[src/rtl/multi_timer.sv]
// multi_timer: NUM_CH independent down-counting timers (one-shot/periodic, sticky expiry, IRQ)
// behind an 8-bit CPU register window addressed as {ch[2:0], reg[1:0]}.
module multi_timer #(
    parameter int CLK_FRE = 25_175_000,
    parameter int TICK_HZ = 100,
    parameter int NUM_CH  = 2,
    parameter int CNT_W   = 16
) (
    input  logic       clk_i,
    input  logic       rst_n_i,
    input  logic       R_W_n,
    input  logic [4:0] reg_addr_i,
    input  logic [7:0] data_i,
    input  logic       timer_cs,
    output logic [7:0] data_o,
    output logic       irq_o
);
    localparam int TICK_DIV = CLK_FRE / TICK_HZ;
    localparam int PW = (TICK_DIV > 1) ? $clog2(TICK_DIV) : 1;
    localparam logic [PW-1:0] PMAX = PW'(TICK_DIV - 1);

    typedef enum logic {IDLE, RUNNING} state_t;

    logic       w_wr, w_rd;
    logic [1:0] w_reg;
    logic [4:0] w_boff;
    logic [7:0] w_rdata [8];
    logic [7:0] w_irq;

    assign w_wr   = timer_cs & ~R_W_n;
    assign w_rd   = timer_cs & R_W_n;
    assign w_reg  = reg_addr_i[1:0];
    assign w_boff = {w_reg - 2'd1, 3'b000};

    genvar c;
    for (c = 0; c < 8; c++) begin : g_ch
        if (c < NUM_CH) begin : g_on
            state_t          r_st, w_st;
            logic [CNT_W-1:0] r_cnt, w_cnt, r_rld, w_rld, r_shd, w_shd, w_mask, w_wdat;
            logic [PW-1:0]   r_pre, w_pre;
            logic            r_per, w_per, r_ien, w_ien, r_exp, w_exp;
            logic            w_sel, w_ctl, w_set, w_wrap;
            logic [23:0]     w_shd24;

            assign w_sel   = reg_addr_i[4:2] == 3'(c);
            assign w_ctl   = w_wr && w_sel && w_reg == 2'd0;
            assign w_wrap  = r_pre == PMAX;
            assign w_shd24 = 24'(r_shd);
            assign w_mask  = CNT_W'(24'hFF << w_boff);
            assign w_wdat  = CNT_W'({data_i, data_i, data_i});
            assign w_irq[c] = r_exp & r_ien;
            assign w_rdata[c] = w_reg == 2'd0 ? {4'd0, r_ien, r_per, r_exp, r_st == RUNNING} :
                                w_reg == 2'd1 ? r_cnt[7:0] : w_shd24[w_boff +: 8];

            always_comb begin
                w_st  = r_st;
                w_cnt = r_cnt;
                w_pre = r_pre;
                w_set = 1'b0;
                w_per = w_ctl ? data_i[2] : r_per;
                w_ien = w_ctl ? data_i[3] : r_ien;
                w_shd = (w_rd && w_sel && w_reg == 2'd1) ? r_cnt : r_shd;
                w_rld = (w_wr && w_sel && w_reg != 2'd0) ? (r_rld & ~w_mask) | (w_wdat & w_mask) : r_rld;
                if (w_ctl && data_i[1]) begin
                    w_st = IDLE;
                end else if (w_ctl && data_i[0]) begin
                    w_set = r_rld == '0;
                    w_cnt = r_rld;
                    w_pre = '0;
                    w_st  = w_set ? IDLE : RUNNING;
                end else if (r_st == RUNNING) begin
                    w_pre = w_wrap ? '0 : r_pre + 1'b1;
                    // final tick: reload in place so periodic mode loses no cycles
                    if (w_wrap && r_cnt == CNT_W'(1)) begin
                        w_set = 1'b1;
                        w_cnt = (r_per && r_rld != '0) ? r_rld : '0;
                        w_st  = (r_per && r_rld != '0) ? RUNNING : IDLE;
                    end else if (w_wrap) begin
                        w_cnt = r_cnt - 1'b1;
                    end
                end
                w_exp = w_set | (r_exp & ~(w_ctl & data_i[4]));
            end

            always_ff @(posedge clk_i or negedge rst_n_i) begin
                if (!rst_n_i) begin
                    r_st  <= IDLE;
                    r_cnt <= '0;
                    r_rld <= '0;
                    r_shd <= '0;
                    r_pre <= '0;
                    r_per <= 1'b0;
                    r_ien <= 1'b0;
                    r_exp <= 1'b0;
                end else begin
                    r_st  <= w_st;
                    r_cnt <= w_cnt;
                    r_rld <= w_rld;
                    r_shd <= w_shd;
                    r_pre <= w_pre;
                    r_per <= w_per;
                    r_ien <= w_ien;
                    r_exp <= w_exp;
                end
            end
        end else begin : g_off
            assign w_rdata[c] = 8'd0;
            assign w_irq[c]   = 1'b0;
        end
    end

    assign data_o = w_rdata[reg_addr_i[4:2]];
    assign irq_o  = |w_irq;
endmodule

[config.mk]
export PLATFORM = sky130hd
export DESIGN_NAME = multi_timer
export DESIGN_NICKNAME = d
export VERILOG_FILES = /design/src/rtl/multi_timer.sv
export SDC_FILE = /design/constraint.sdc
export NUM_CORES = 1
export LEC_CHECK = 0
export CAP_MARGIN = 30
export CORE_ASPECT_RATIO = 2
export CORE_MARGIN = 2
export CORE_UTILIZATION = 35
export DETAILED_ROUTE_END_ITERATION = 10
export HOLD_SLACK_MARGIN = 0.06
export SETUP_SLACK_MARGIN = 0.15
export SLEW_MARGIN = 10
export SYNTH_ARGS = -nofsm -noshare
export SYNTH_HDL_FRONTEND = slang
export SYNTH_SLANG_ARGS = --single-unit
[constraint.sdc]
create_clock -name clk_i -period 4.2 [get_ports clk_i]
set_clock_uncertainty 0.05 [all_clocks]
set_input_delay 0.84 -clock clk_i [delete_from_list [all_inputs] [get_ports clk_i]]
set_output_delay 0.84 -clock clk_i [all_outputs]
set_load 0.005 [all_outputs]
* Word level (Yosys, flattened, before mapping)
Index checks and enable logic that the tools add are counted.
W data, S select, Z words.
** Word-level totals
- Output and inout port bits :: 9
- Bits of input ports :: 17
- Register bits after elaboration :: 140
- Logic and storage cells :: 130
** Cells by class
- Eq/ne operators :: 6
- Bitwise operators :: 22
- Add/sub/neg operators :: 5
- Multiplexer cells :: 43
- Shift-type cells :: 3
- Magnitude comparators :: 1
- Reduce and logical (&&, ||, !) cells :: 34
** Operators with widths (number)
- $mux W16 :: 10
- $mux W18 :: 6
- $and A16 B16 Y16 :: 3
- $mux W8 :: 6
- $shiftx A24 B6 Y8 :: 2
- $add A18 B1 Y18 const B :: 2
- $eq A18 B18 Y1 const B :: 2
- $eq A16 B1 Y1 const B :: 2
- $logic_not A16 Y1 :: 2
- $or A16 B16 Y16 :: 2
- $reduce_bool A16 Y1 :: 2
- $sub A16 B1 Y16 const B :: 2
- $bmux W8 S3 :: 1
- $mux W1 :: 20
- $logic_and A1 B1 Y1 :: 18
- $not A16 Y16 :: 1
- $shl A8 B5 Y16 const A :: 1
- $and A1 B1 Y1 :: 8
- $reduce_and A3 Y1 :: 2
- $reduce_bool A2 Y1 :: 3
- $reduce_bool A3 Y1 :: 2
- $not A1 Y1 :: 5
- $ge A4 B4 Y1 const B :: 1
- $not A3 Y4 :: 1
- other kinds (8) :: 10

* Longest topological paths before layout
- Depth after elaboration :: 8
- Gate-level depth with buffers :: 12
- Depth with buffers taken out :: 8

* Worst setup path after synthesis
OpenSTA, ideal clock, no wires.
- Kind :: input port to output port
- Start point :: in reg_addr_i[0]
- End point :: out data_o[2]
- Path buffers :: 2
- Data arrival time :: 2802 ps
- Setup slack :: 508 ps
- Stages :: 8
- Data required time :: 3310 ps
- Cells stage by stage :: clkbuf_1 > buf_1 > inv_1 > ha_1 > nand2b_1 > o21ai_0 > mux4_2 > and2_1
** On the way
- Longest elaborated chain between the ends :: 7
- Elaborated cells on any way between the ends :: 12
- Classes of those cells :: add/sub: 1; eq/ne: 1; shift: 2; mux: 7; reduce/logical: 1
** Ends and longest elaborated chain
- start, declared :: RTL line 12 : input logic [4:0] reg_addr_i,
- $sub A2 B1 Y2 :: RTL line 33 : assign w_boff = {w_reg - 2'd1, 3'b000};
- $shiftx A24 B6 Y8 :: RTL line 53 : w_reg == 2'd1 ? r_cnt[7:0] : w_shd24[w_boff +: 8];
- $mux W8 :: RTL line 53
- $mux W8 :: RTL line 52 : assign w_rdata[c] = w_reg == 2'd0 ? {4'd0, r_ien, r_per, r_exp, r_st == RUNNING} :
- $bmux W8 S3 (*) :: RTL line 112 : assign data_o = w_rdata[reg_addr_i[4:2]];
- $mux W8 (not written as such) (*) (2 in a row) :: RTL line 112
- end, declared :: RTL line 15 : output logic [7:0] data_o,
Every way passes the cells marked *; elsewhere a longest branch is shown, timed or not. The select of a mux whose other input is x is not followed.

* Worst setup path after layout
Ends and elaborated chain as after synthesis.

==> summary.md <==
| Metric | Value |
|---|---|
| Clock Latency Late Sink | 0.44 ns |
| Core area | 22,200 um^2 |
| Drt pass-1 iters | 5 |
| Period minus WS final | 3.84 ns |
| Number of remaining DRC errors | 0 |
| Pin count of the biggest net entering global routing | 85 |
| Worst path required time | 3.31 ns |
| Total number of vias | 6,660 |
| Syn nets | 815 |
| Fmax | between 200 and 300 MHz |
| Async SR Flop Fraction | 100% |
| Vias in the first global route | approximately 7,000 |
| Final #Nets | 851 |
| Most common cell after layout, fill and taps aside | dfrtp_1 |
| Commonest non-fill, non-tap cells in the layout | dfrtp_1, nand2_1, mux2_2 |
| Post-synth EDFFs | 0 |
| Placed Area | 8540 um^2 |
| Setup Viol. Count Final | 0 |
| Port bufs | 25 |
| Routed Antenna Nets | 0 |
| Rel. slew slack | 43.6% |
| Cell area after synthesis | 7910 um^2 |
| Reg2reg start | g_ch[1].g_on.r_cnt[1] |
| Period utilization | between 90% and 100% |
| Critical Path Fanout Max | 14 |
| Clk pin slew, worst setup/hold paths | 0.06 ns |
| # rows | 77 |
| CP peak stage delay | 0.48 ns |
| CTS tree | built |
| Placed insts | roughly 1,100 |
| Critical path endpoint category | output port |
| Lkg Pwr | 3.93 nW |
| WL/cell | 23.4 um |
| GP Congestion | 0.976 |
| Clock buffer depth | 2 |
| Clock root buffer | clkbuf_16 |
| Seq. cell area | 3500 um^2 |
| # clock sinks | 140 |
| Sequential element share of the synthesized area | 44.3% |
| Run status | complete, no violations |
| I/O pin cnt | 26 |
| Kind of critical path | input pin to output port |
| Setup_tns | 0 ns |
| Multi-input gate area | 4220 um^2 |
| Worst path cell trace | dlygate4sd2_1, buf_6, ha_1, buf_4, nand2_1, o21ai_0, mux4_2, and2_1, clkdlybuf4s50_1 |
| Worst Setup Start Kind | input pin |
| Vias per cell | 5.99 |
| GRT Util Overall | 23.1% |
| CTS buffer count | 17 |
| Die area | 23,900 um^2 |
| Tot Pwr | around 0.0035 W |
| Post-DP HPWL | 19.8 mm |
| Reg2Reg Setup Slack | 1.02 ns |
| Post-layout util | 41.3% |
| Clk pwr share | 43.5% |
| Routed WL | 26.0 mm |
| Initial antenna violation count | 1 |
| Die height | 217 um |
| Area delta synth->final | 15.7% |
| Pwr dens | 386 nW/um^2 |
| Fillers | 2,186 |
| Die X | 110 um |
| Ys flop type | dfrtp_1 |
| Total grt overflow | 0 |
| Slew @ Worst Pin | 0.846 ns |
| Post-route cell area | 9160 um^2 |
| Class of the worst hold path | input pin to async pin |
| Cells after synthesis | 786 |
| Switch share | 28.1% |
| Area contributors post-synth | dfrtp_1, mux2_2, nand2_1 |
| Worst r2r path cells | 9 |
| Max Slew Vio Count | 0 |
| Synth area leader | dfrtp_1 |
| CP max stage cell | mux4_2 |
| Worst R2R End | g_ch[1].g_on.r_cnt[1] |
| P_int | roughly 0.0025 W |
| Area share of the leading cell type in the synthesized netlist | roughly 44% |
| Fin. Hold Viols | 0 |
| Fraction of layout cells with a size suffix above 1 | between 10% and 20% |
| Net Sw Power | 0.000992 W |
| Synth warn | 0 |
| Combinational Power Share | 10.8% |
| Worst Path Arrival | roughly 3.0 ns |
| Initial Utilization | 35.7% |
| Syn_area_per_cell | 10.1 um^2 |
| Seq pwr share | between 40% and 50% |
| H-tree depth | 4 |
| Peak supply drop | 334 uV |
| Max_cap viols | 0 |
| Global-route wire length before repair | 40.4 mm |
| Detailed Route Iter0 Violations | 517 |
| Netlist cell types | 74 |
| Unrepaired setup endpoints after global routing | no |
| Yosys reg bits | 140 |
| Layout Cells excl Fill | 1,112 |
[layout make-up]
cell class              count  area share (%)
diodes                      1          0.0273
clock buffers              20            4.99
clock inverters            12            1.50
inverters                  17           0.697
multi-input cells         600            46.1
flip-flops and latches    140            38.3
well taps                 276            3.77
repair buffers             46            4.70
[power groups by stage]
stage,logic [W],registers [W],clock network [W]
global route,0.000430,0.00163,0.00162
finish,0.000381,0.00161,0.00154
global placement,0.000373,0.00163,0
floorplan,0.000253,0.00156,0
CTS,0.000384,0.00161,0.00156
detailed placement,0.000382,0.00163,0
[critical path: cells and delay by family]
family                     cells  cell delay, ns
buffers and inverters          4            1.06
muxes                          1            0.48
and+or+nand+nor                2            0.25
adders and majority gates      1            0.21
AOI/OAI and AO/OA              1            0.10
[per-layer routing]
layer	track usage (%)	vias to the layer above	share of wire, %
li1	-	3013	-
met1	21.6	3321	32
met2	41.8	220	54
met3	4.27	106	4.0
met4	18.7	0	9.4
met5	0	-	0
[per-stage QoR]
step	setup slack (ns)	hold WS, ns
floorplan	0.508	0.395
global placement	0.118	0.421
detailed placement	0.105	0.429
CTS	0.184	0.440
global route	0.235	0.467
finish	0.356	0.426
[logic make-up (layout without fill, tap and decap cells)]
logic type	after synthesis	after routing	share of synthesized area, %
buf+inv	46	95	2.59
mux	82	82	12.7
compound gates	173	173	14.9
flops	140	140	44.3
simple gates	318	318	22.0
other cells	0	1	0
fa+ha+maj	12	12	1.90
xor+xnor	15	15	1.66
[synth_stat cells, types with 9 or more instances]
cell,instances
clkbuf_1,16
a21oi_1,22
nand4_1,17
o31ai_1,10
nand3_1,28
mux2i_1,9
nor3_1,23
o21ai_0,59
nand2_1,97
inv_1,17
nor4_1,16
a31oi_1,9
a221o_1,9
ha_1,12
a21o_1,13
dfrtp_1,140
mux2_2,65
nor2_1,55
[worst max path at each step]
stage	from	to
6_report	reg_addr_i[0]	data_o[2]
5_1_grt	reg_addr_i[0]	data_o[2]
4_1_cts	reg_addr_i[1]	data_o[2]
3_5_place_dp	reg_addr_i[0]	data_o[3]
3_3_place_gp	reg_addr_i[0]	data_o[1]
2_1_floorplan	reg_addr_i[0]	data_o[2]
[what timing repair did]
action,4_1_cts,5_1_grt
hold buffers,0,0
setup buffers,0,0
gates resized for setup,4,2
setup endpoints to repair,4,5
Power figures use the tool's default switching activity.
